--- config.mk ---
export PLATFORM = sky130hd
export DESIGN_NAME = core_fetch_unit
export DESIGN_NICKNAME = d
export VERILOG_FILES = /design/src/rtl/core_fetch_unit.sv
export SDC_FILE = /design/constraint.sdc
export NUM_CORES = 1
export LEC_CHECK = 0
export ABC_CLOCK_PERIOD_IN_PS = 6370
export CORE_MARGIN = 2
export CORE_UTILIZATION = 55
export DETAILED_ROUTE_END_ITERATION = 6
export GPL_ROUTABILITY_DRIVEN = 0
export HOLD_SLACK_MARGIN = 0.15
export PLACE_DENSITY = 0.8
export SLEW_MARGIN = 30
export SYNTH_ARGS = -nofsm -noshare
export SYNTH_HDL_FRONTEND = slang
export SYNTH_SLANG_ARGS = --single-unit
--- constraint.sdc ---
create_clock -name clock -period 6.37 [get_ports clock]
set_input_delay 1.911 -clock clock [delete_from_list [all_inputs] [get_ports clock]]
set_output_delay 1.911 -clock clock [all_outputs]
set_load 0.05 [all_outputs]
--- src/rtl/core_fetch_unit.sv ---
// Instruction fetch stage: owns the PC, issues imem reads, buffers returned words
// and presents {fetch_pc, fetch_pc4, inst} to decode; handles stall, redirect and fetch faults.
module core_fetch_unit #(
  parameter logic [63:0] RESET_PC  = 64'h0,
  parameter int unsigned BUF_DEPTH = 2,
  parameter int unsigned MAX_OUTST = 2
) (
  input  logic        clock,
  input  logic        reset_n,
  input  logic        stall,
  input  logic        redirect,
  input  logic [63:0] redirect_pc,
  output logic        imem_req,
  output logic [63:0] imem_addr,
  input  logic        imem_gnt,
  input  logic        imem_rvalid,
  input  logic [31:0] imem_rdata,
  output logic        inst_valid,
  output logic [31:0] inst,
  output logic [63:0] fetch_pc,
  output logic [63:0] fetch_pc4,
  output logic        fetch_fault
);

  localparam int unsigned PTR_W = (BUF_DEPTH > 1) ? $clog2(BUF_DEPTH) : 1;
  localparam int unsigned CNT_W = $clog2(BUF_DEPTH + 1);
  localparam logic [CNT_W-1:0] DEPTH_C = CNT_W'(BUF_DEPTH);
  localparam logic [CNT_W-1:0] MAXO_C  = CNT_W'(MAX_OUTST);

  typedef enum logic {S_RUN, S_FAULT} state_t;

  state_t           state;
  logic [63:0]      req_pc, resp_pc, last_pc, last_pc4;
  logic [CNT_W-1:0] count, outstanding, discard, out_next;
  logic [PTR_W-1:0] rd_ptr, wr_ptr;
  logic             redirect_q;
  logic [63:0]      fifo_pc   [BUF_DEPTH];
  logic [31:0]      fifo_word [BUF_DEPTH];

  logic             fault, head_ok, pop, issue, ret, push, misaligned;
  logic [CNT_W:0]   occ;

  assign imem_addr = req_pc;

  // Space check credits this cycle's pop so a depth-2 buffer sustains one inst per cycle.
  always_comb begin
    fault      = (state == S_FAULT);
    head_ok    = !fault && (count != '0) && !redirect_q;
    inst_valid = fault || head_ok;
    pop        = head_ok && !stall && !redirect;
    occ        = {1'b0, count} + {1'b0, outstanding} - {{CNT_W{1'b0}}, pop};
    imem_req   = reset_n && !fault && !redirect && (outstanding < MAXO_C) &&
                 (occ < {1'b0, DEPTH_C});
    issue      = imem_req && imem_gnt;
    ret        = imem_rvalid && (outstanding != '0);
    push       = ret && (discard == '0) && !fault && !redirect;
    out_next   = outstanding + CNT_W'(issue) - CNT_W'(ret);
    misaligned = (redirect_pc[1:0] != 2'b00);
    fetch_pc    = head_ok ? fifo_pc[rd_ptr] : last_pc;
    fetch_pc4   = head_ok ? fifo_pc[rd_ptr] + 64'd4 : last_pc4;
    inst        = head_ok ? fifo_word[rd_ptr] : '0;
    fetch_fault = fault;
  end

  always_ff @(posedge clock or negedge reset_n) begin
    if (!reset_n) begin
      state       <= S_RUN;
      req_pc      <= RESET_PC;
      resp_pc     <= RESET_PC;
      last_pc     <= '0;
      last_pc4    <= '0;
      count       <= '0;
      outstanding <= '0;
      discard     <= '0;
      rd_ptr      <= '0;
      wr_ptr      <= '0;
      redirect_q  <= 1'b0;
    end else begin
      outstanding <= out_next;
      redirect_q  <= redirect;
      if (redirect && misaligned) begin
        last_pc  <= redirect_pc;
        last_pc4 <= redirect_pc + 64'd4;
      end else begin
        last_pc  <= fetch_pc;
        last_pc4 <= fetch_pc4;
      end
      if (redirect) begin
        // Everything still in flight after this cycle's accounting is wrong-path.
        state   <= misaligned ? S_FAULT : S_RUN;
        count   <= '0;
        rd_ptr  <= '0;
        wr_ptr  <= '0;
        discard <= out_next;
        req_pc  <= redirect_pc;
        resp_pc <= redirect_pc;
      end else begin
        count   <= count + CNT_W'(push) - CNT_W'(pop);
        rd_ptr  <= rd_ptr + PTR_W'(pop);
        wr_ptr  <= wr_ptr + PTR_W'(push);
        discard <= discard - CNT_W'(ret && (discard != '0));
        if (issue) req_pc  <= req_pc + 64'd4;
        if (push)  resp_pc <= resp_pc + 64'd4;
      end
    end
  end

  always_ff @(posedge clock) begin
    if (push) begin
      fifo_pc[wr_ptr]   <= resp_pc;
      fifo_word[wr_ptr] <= imem_rdata;
    end
  end

  a_no_overflow: assert property (@(posedge clock) disable iff (!reset_n)
    !(push && (count == DEPTH_C)));

endmodule

==> metrics.md, run 1 <==
| Metric | Value |
|---|---|
| Clock-pin slew of the registers on the worst-case setup and hold paths | 0.06 ns |
| Fraction of power consumed by the clock network | 33.7% |
| Sequential cell area fraction in the yosys report | about half |
| Die boundary height | between 200 and 250 um |
| Critical setup path kind | in2out |
| Die W | ~210 um |
| Synth warn | 0 |
| Post-detailed-placement half-perimeter wirelength | between 50 and 60 mm |
| Number of nets with antenna violations after detailed routing | 0 |
| Min-Delay Path Depth | 2 |
| Internal Power | 5604 uW |
| Power Dens Cells | 279.1 nW/um^2 |
| Largest driver fanout on the critical path | 2 |
| Fraction of final layout cells with drive strength greater than 1 | under 10% |
| TritonCTS clock tree | done |
| Tot GR Track Use | about a third |
| Synth Register Bits | 458 |
| Rows | a little under 80 |
| CTS Sinks | around 460 |
| Leak Pwr | roughly 0.011 uW |
| Register-to-Register Setup Slack | between 2 and 2.5 ns |
| Cells after Synth | 2488 |
| Net count reported at finish | 2898 |
| PnR worst setup slack | about 0.25 ns |
| Longest Clk Path Bufs | 3 |
| Number of global-route vias before repair | ~21000 |
| Sequential share of power | between 40% and 50% |
| NetSw | around 2800 uW |
| Total via count after detailed routing | approximately 22000 |
| Final Cycle Share | 96.12% |
| Crit start category | input port |
| Combinational share of power | 23.9% |
| Largest net degree at the start of global routing | 100 |
| CORE AREA | between 40000 and 50000 sq um |
| Clk_lat worst skew | just over 0.6 ns |
| Arrival time at the worst endpoint | between 4 and 5 ns |
| Reported max-cap violation count | 0 |
| Hold bufs inserted after CTS | 0 |
| Post-placement worst setup slack | about 0.13 ns |
| Clock period minus worst slack | around 6.1 ns |
| Growth of design area from synthesis to finish | 22.93% |
| Number of enable-type register cells in the synthesized netlist | approximately 190 |
| Final Skew | around 0.017 ns |
| Depth of the CTS H-tree | 2 |
| Initial core utilization | between 50% and 60% |
| Setup repair after global routing missed its margin | false |
| Root buf cell | clkbuf_16 |
| Area of the die | 46090 sq um |
| Number of antenna violations at the first check in global routing | 3 |
| Aggregate routed wire length | around 81 mm |
| Net count of the mapped netlist | ~2600 |
| End of the worst register-to-register path | discard[1] |
| Hold Path End | last_pc4[20] |
| Number of setup violations in the final report | 0 |
| Status | finished, final reports clean |
| Number of hold violations in the final report | 0 |
| Number of buffer cells added on primary ports | roughly 330 |
| Overflow left after global routing | 0 |
| Worst EP required | between 4 and 5 ns |
| Fmax achieved | ~0.16 GHz |
| Endpoint type of the worst setup path | primary output |
| Fraction of registers with async set/reset | roughly three fifths |
| Class of the tightest hold or removal check | reg2reg |
| Number of iterations in the first detailed-routing pass | 6 |
| Least-Margin Pin Slew | about 0.9 ns |
| Total negative slack for setup checks | 0 ns |
| Post-Synthesis Cell Area | 24410 sq um |
| Reg-to-Reg Start | fetch_fault |
| Switching share of power | between 30 and 40% |
| Global-route wire length before repair | between 100 and 150 mm |
| Drc violations | 0 |
| Yosys cell types | 79 |
| Number of top-level pins | around 330 |
| Dominant register cell in the synthesized netlist | dfrtp_1 |
| R2R cell count | 16 |
| Avg WL per Cell | 23.63 um |
| Peak ir drop on the vdd network | slightly below 200 uV |
| Worst slew margin relative to its limit | 38.57% |
| Filler instances | ~3200 |
| Worst hold path startpoint | last_pc4[20] |
| Number of buffers added by the clock tree synthesis step | between 40 and 50 |
| Final Max Slew Viols | 0 |
| Average footprint of a synthesized cell | 9.813 sq um |
| DR vias/cell | 6.403 |
| Number of DRC markers in iteration 0 | between 3000 and 4000 |
==> routing by layer <==
layer  routed length, um  up-vias  share of wire (%)  global-route usage [%]
met5                  10        -              0.012                       0
met4                2940        2                3.6                   13.01
met3               10390      223                 13                   10.15
met2               34280     1519                 42                   48.93
met1               33070    10420                 41                   49.72
li1                    -     9701                  -                       -
==> layout by cell type (no fill, tap or decap), drive strengths merged, types with 15 or more instances in the layout <==
master / instances
mux2i: 129
and4: 18
clkdlybuf4s50: 286
o31ai: 22
nand3b: 22
nor2: 192
dfrtp: 266
and3: 37
nand3: 143
xnor2: 84
nand4: 72
and2: 27
edfxtp: 192
nor4: 38
buf: 90
clkbuf: 67
a21oi: 42
nand2b: 22
o21ai: 176
a31oi: 39
mux2: 58
nor3: 71
clkinv: 15
o211ai: 19
nand2: 383
xor2: 39
inv: 64
o311ai: 19
==> flip-flops by register name, summed over array words and instances, names as in the netlist <==
name,cells
discard,2
last_pc,64
fifo_pc,128
rd_ptr,1
count,2
outstanding,2
last_pc4,64
imem_addr,64
fifo_word,64
redirect_q,1
wr_ptr,1
fetch_fault,1
resp_pc,64
==> worst max-delay path by stage <==
| stage | to | start | cells past startpoint |
|---|---|---|---|
| after floorplan | imem_req | redirect | 9 |
| after global placement | imem_req | stall | 8 |
| after detailed placement | imem_req | stall | 8 |
| after CTS | imem_req | stall | 8 |
| after global routing | fetch_pc4[35] | rd_ptr | 9 |
| final | imem_req | stall | 8 |
==> metrics by stage <==
step | utilization, % | std cells | cell area, sq um | hold slack (ns) | power, uW
after floorplan | - | 2488 | 24410 | 0.4421 | 4780
after global placement | 64.45 | 3323 | 28380 | 0.4515 | 5511
after detailed placement | 64.45 | 3323 | 28380 | 0.4728 | 5570
after CTS | 68.10 | 3412 | 29990 | 0.4879 | 8364
after global routing | 68.16 | 3414 | 30010 | 0.5118 | 8635
final | 68.17 | 3415 | 30010 | 0.4983 | 8377
==> critical path: stages <==
cell             delay [ns]
clkdlybuf4s50_1        0.47
nor3_1                 0.30
ha_1                   0.29
nand2b_1               0.16
fa_1                   0.48
nor4b_2                0.21
and3_1                 0.25
buf_12                 0.15
==> cell type report <==
cell class / count / area (sq um) / area share [%]
tap: 592 / 740.7 / 2.468
multi-input combinational: 1837 / 11310 / 37.70
sequential: 458 / 12430 / 41.40
antenna: 2 / 5.005 / 0.01668
clock inverter: 21 / 220.2 / 0.7337
clock buffer: 67 / 1366 / 4.552
inverter: 62 / 232.7 / 0.7754
timing repair buffer: 376 / 3709 / 12.36
==> Yosys cell counts, types with 5 or more instances <==
| library cell | n | area (sq um) |
|---|---|---|
| nand2_1 | 383 | 1438 |
| dfrtp_1 | 266 | 6656 |
| edfxtp_1 | 192 | 5766 |
| nor2_1 | 191 | 716.9 |
| o21ai_0 | 175 | 875.8 |
| nand3_1 | 141 | 705.7 |
| mux2i_1 | 129 | 1291 |
| clkbuf_1 | 101 | 379.1 |
| xnor2_1 | 84 | 735.7 |
| nand4_1 | 71 | 444.2 |
| nor3_1 | 70 | 350.3 |
| inv_1 | 61 | 229.0 |
| mux2_2 | 58 | 653.1 |
| a21oi_1 | 42 | 210.2 |
| a31oi_1 | 39 | 244.0 |
| xor2_1 | 39 | 341.6 |
| and3_1 | 37 | 231.5 |
| nor4_1 | 37 | 231.5 |
| and2_1 | 27 | 168.9 |
| nand2b_1 | 22 | 137.6 |
| nand3b_1 | 22 | 165.2 |
| o31ai_1 | 22 | 165.2 |
| o211ai_1 | 19 | 142.6 |
| o311ai_0 | 19 | 166.4 |
| and4_1 | 18 | 157.7 |
| buf_2 | 14 | 70.07 |
| a22oi_1 | 13 | 97.59 |
| buf_1 | 13 | 48.80 |
| ha_1 | 13 | 162.7 |
| o21a_1 | 13 | 97.59 |
| or3_1 | 13 | 81.33 |
| or4_1 | 13 | 97.59 |
| nand4b_1 | 10 | 87.58 |
| a21o_1 | 7 | 52.55 |
| a221o_1 | 7 | 70.07 |
| a41oi_1 | 7 | 61.31 |
| o31a_1 | 7 | 61.31 |
| a211oi_1 | 6 | 45.04 |
| o41ai_1 | 6 | 52.55 |
| a211o_1 | 5 | 43.79 |
| a21bo_2 | 5 | 50.05 |
| a22o_1 | 5 | 43.79 |
| a41o_1 | 5 | 50.05 |
==> power groups by stage <==
stage	logic, uW	registers [uW]	clock network [uW]
finish	2000	3550	2820
global placement	1940	3580	0
floorplan	1100	3680	0
detailed placement	1970	3600	0
CTS	1990	3540	2830
global route	2110	3580	2950
==> cells by family after synthesis <==
family | synth area share [%]
compound gates | 11.56
simple gates | 21.35
fa+ha+maj | 0.7482
flops | 50.88
xor+xnor | 4.412
mux | 7.964
buf+inv | 3.085
==> what timing repair did <==
item / 4_1_cts / 5_1_grt
pin swaps: 0 / 1
endpoints found under the setup margin: 1 / 4
buffers inserted: 1 / 1
resized for setup: 0 / 1
Note: power is estimated with default switching activity, not from simulation.
==> run 2: changes to the inputs <==
--- a/config.mk
+++ b/config.mk
@@ -6,12 +6,15 @@
 export NUM_CORES = 1
 export LEC_CHECK = 0
 export ABC_CLOCK_PERIOD_IN_PS = 6370
+export CAP_MARGIN = 20
 export CORE_MARGIN = 2
 export CORE_UTILIZATION = 55
 export DETAILED_ROUTE_END_ITERATION = 6
 export GPL_ROUTABILITY_DRIVEN = 0
+export GPL_TIMING_DRIVEN = 0
 export HOLD_SLACK_MARGIN = 0.15
 export PLACE_DENSITY = 0.8
+export REMOVE_ABC_BUFFERS = 1
 export SLEW_MARGIN = 30
 export SYNTH_ARGS = -nofsm -noshare
 export SYNTH_HDL_FRONTEND = slang
==> metrics.md, run 2 (synthesis results as in run 1) <==
| Metric | Value |
|---|---|
| Status | complete, but fails checks |
| Violations in the final reports | design-rule violations |
| Initial core utilization | 55.45% (unchanged) |
| Tot GR Track Use | 34.50% (+0.11 points) |
| Arrival time at the worst endpoint | 4.35 ns (+0.14 ns) |
| Worst hold path startpoint | resp_pc[0] |
| Internal Power | 5756 uW (+2.7%) |
| Number of global-route vias before repair | 20970 (+1.4%) |
| Fraction of power consumed by the clock network | 34.7% (+1.0 points) |
| Number of top-level pins | 329 (unchanged) |
| Number of nets with antenna violations after detailed routing | 0 (unchanged) |
| Clock period minus worst slack | 6.266 ns (+0.1428 ns) |
| Final cell area excluding filler cells | 30920 sq um (+3.0%) |
| DR vias/cell | 6.408 (about the same) |
| Non-filler instance count after layout | 3429 (+0.41%) |
| CTS Sinks | 458 (unchanged) |
| Post-detailed-placement half-perimeter wirelength | 58.12 mm (-0.69%) |
| Post-placement worst setup slack | -0.7035 ns (-0.8291 ns) |
| Largest driver fanout on the critical path | 54 (+52) |
| PnR worst setup slack | 0.1044 ns (-0.1428 ns) |
| Die W | 214.7 um (unchanged) |
| Number of antenna violations at the first check in global routing | 0 (-3) |
| Critical setup path kind | reg2out |
| N_diodes | 0 (-2) |
| Filler instances | 3196 (-1.5%) |
| Utilization after layout | 70.24% (+2.1 points) |
| Crit start category | register |
| Leak Pwr | 0.01160 uW (+4.8%) |
| Final Max Slew Viols | 0 (unchanged) |
| Worst slew margin relative to its limit | 34.18% (-4.4 points) |
| Depth of the CTS H-tree | 2 (unchanged) |
| Combinational share of power | 23.6% (-0.3 points) |
| Aggregate routed wire length | 81.09 mm (+0.49%) |
| Class of the tightest hold or removal check | reg2reg |
| Register with the most flip-flops | fifo_pc |
| Avg WL per Cell | 23.65 um (about the same) |
| Least-Margin Pin Slew | 0.9837 ns (+0.08784 ns) |
| Power Dens Cells | 274.6 nW/um^2 (-1.6%) |
| CORE AREA | 44030 sq um (unchanged) |
| Endpoint type of the worst setup path | primary output |
| Net count reported at finish | 2912 (+0.48%) |
| Min-Delay Path Depth | 0 (-2) |
| Number of buffers added by the clock tree synthesis step | 50 (+6.4%) |
| Fmax achieved | 0.1596 GHz (-2.3%) |
| Fraction of final layout cells with drive strength greater than 1 | 9.059% (-0.23 points) |
| Growth of design area from synthesis to finish | 26.66% |
| Drc violations | 5 (+5) |
| Final Skew | 0.01611 ns (-0.0008269 ns) |
| TritonCTS clock tree | done |
| Die boundary height | 214.7 um (unchanged) |
| Longest Clk Path Bufs | 3 (unchanged) |
| Number of buffer cells added on primary ports | 328 (unchanged) |
| Root buf cell | clkbuf_16 |
| Final Cycle Share | 98.36% (+2.2 points) |
| Peak ir drop on the vdd network | 227.9 uV (+17%) |
| End of the worst register-to-register path | discard[1] |
| Area of placed instances | 28890 sq um (+1.8%) |
| Clock-pin slew of the registers on the worst-case setup and hold paths | 0.06 ns (about the same) |
| Instance count after placement with tap cells included | 3315 (-0.24%) |
| Overflow left after global routing | 0 (unchanged) |
| Number of iterations in the first detailed-routing pass | 7 (+1) |
| Number of DRC markers in iteration 0 | 2851 (-14%) |
| Number of setup violations in the final report | 0 (unchanged) |
| Reg-to-Reg Start | fetch_fault |
| Flip-flop count of the largest register, all copies and words added | 128 (unchanged) |
| Global-route wire length before repair | 123.3 mm (+0.35%) |
| Clk_lat worst skew | 0.61 ns (about the same) |
| Total via count after detailed routing | 21970 (+0.48%) |
| Rows | 77 (unchanged) |
| NetSw | 2737 uW (-1.3%) |
| Most frequent cells in the layout | nand2_1, clkdlybuf4s50_1, dfrtp_1, edfxtp_1, nor2_1 |
| Area of the die | 46090 sq um (unchanged) |
| Switching share of power | 32.22% (-0.88 points) |
| Worst EP required | 4.46 ns (about the same) |
| Commonest non-fill, non-tap cell in the layout | nand2_1 |
| R2R cell count | 18 (+2) |
| Sequential share of power | 41.7% (-0.7 points) |
| Hold Path End | fifo_pc[1][0] |
| Reported max-cap violation count | 0 (unchanged) |
| Register-to-Register Setup Slack | 1.29 ns (-1.06 ns) |
| Number of hold violations in the final report | 0 (unchanged) |
| Largest net degree at the start of global routing | 82 (-18%) |
-- run 2: changes by cell type in the layout (fill, tap and decap cells not counted), sizes merged --
| cell | previous run | this run |
|---|---|---|
| bufinv | 2 | 4 |
| dlymetal6s2s | 0 | 15 |
| clkinv | 15 | 9 |
| clkdlybuf4s50 | 286 | 289 |
| diode | 2 | 0 |
| inv | 64 | 63 |
| clkbuf | 67 | 79 |
| dlygate4sd2 | 0 | 20 |
| buf | 90 | 61 |
| bufbuf | 0 | 1 |
| clkinvlp | 2 | 1 |
-- run 2: how the worst max path moves through the flow --
stage	endpoint	slack, ns	cells past startpoint	from
3_3_place_gp	last_pc4[27]	-17.35	4	redirect
4_1_cts	fetch_pc4[32]	-0.13	9	rd_ptr
3_5_place_dp	fetch_pc4[44]	-0.70	8	rd_ptr
2_1_floorplan	fetch_pc4[14]	-5.32	2	count[0]
6_report	fetch_pc4[51]	0.10	9	rd_ptr
5_1_grt	fetch_pc4[51]	-0.009	9	rd_ptr
-- run 2: timing repair --
| item | 4_1_cts | 5_1_grt |
|---|---|---|
| setup endpoints to repair | 47 | 35 |
| buffers inserted | 17 | 3 |
| pin swaps | 6 | 2 |
| resized for setup | 46 | 25 |
| hold buffers | 0 | 0 |
| cloned | 1 | 0 |
-- run 2: area by class of cell --
class / count / area (sq um) / share of cell area [%]
tap: 592 / 740.7 / 2.395
sequential: 458 / 12430 / 40.18
inverter: 62 / 234.0 / 0.7566
clock buffer: 78 / 1458 / 4.714
timing repair buffer: 387 / 4359 / 14.10
multi-input combinational: 1837 / 11520 / 37.26
clock inverter: 15 / 185.2 / 0.5988
-- run 2: per-layer routing --
layer / global-route usage, % / vias up / wire, um
li1: - / 9742 / -
met1: 46.92 / 10600 / 31520
met2: 53.03 / 1392 / 36750
met3: 8.493 / 234 / 9400
met4: 14.49 / 0 / 3421
met5: 0 / - / 0
-- run 2: worst max-delay path, cell delays in order (launching register included) --
cell and delay [ns]:
dfrtp_4 0.63, buf_16 0.31, nand4_1 0.30, a222oi_1 0.50, buf_4 0.20, nand4_1 0.15
nor4_4 0.52, mux2i_1 0.30, nand2_1 0.08, clkdlybuf4s50_1 0.71
-- run 2: power by group through the flow --
stage                     clock network, uW  registers, uW  logic [uW]
after detailed placement                  0           3590        1990
final                                  2950           3540        2000
after global placement                    0           3590        1940
after global routing                   3080           3570        2110
after CTS                              2960           3530        1990
after floorplan                           0           3690        1090
-- run 2: metrics by stage --
step / TNS (ns) / hold slack, ns / total power, uW
after floorplan: -1216.75 / 0.4421 / 4781
after global placement: -7136.79 / 0.4489 / 5531
after detailed placement: -8.649 / 0.4734 / 5576
after CTS: -0.2920 / 0.4877 / 8492
after global routing: -0.009281 / 0.4983 / 8768
final: 0 / 0.4821 / 8493
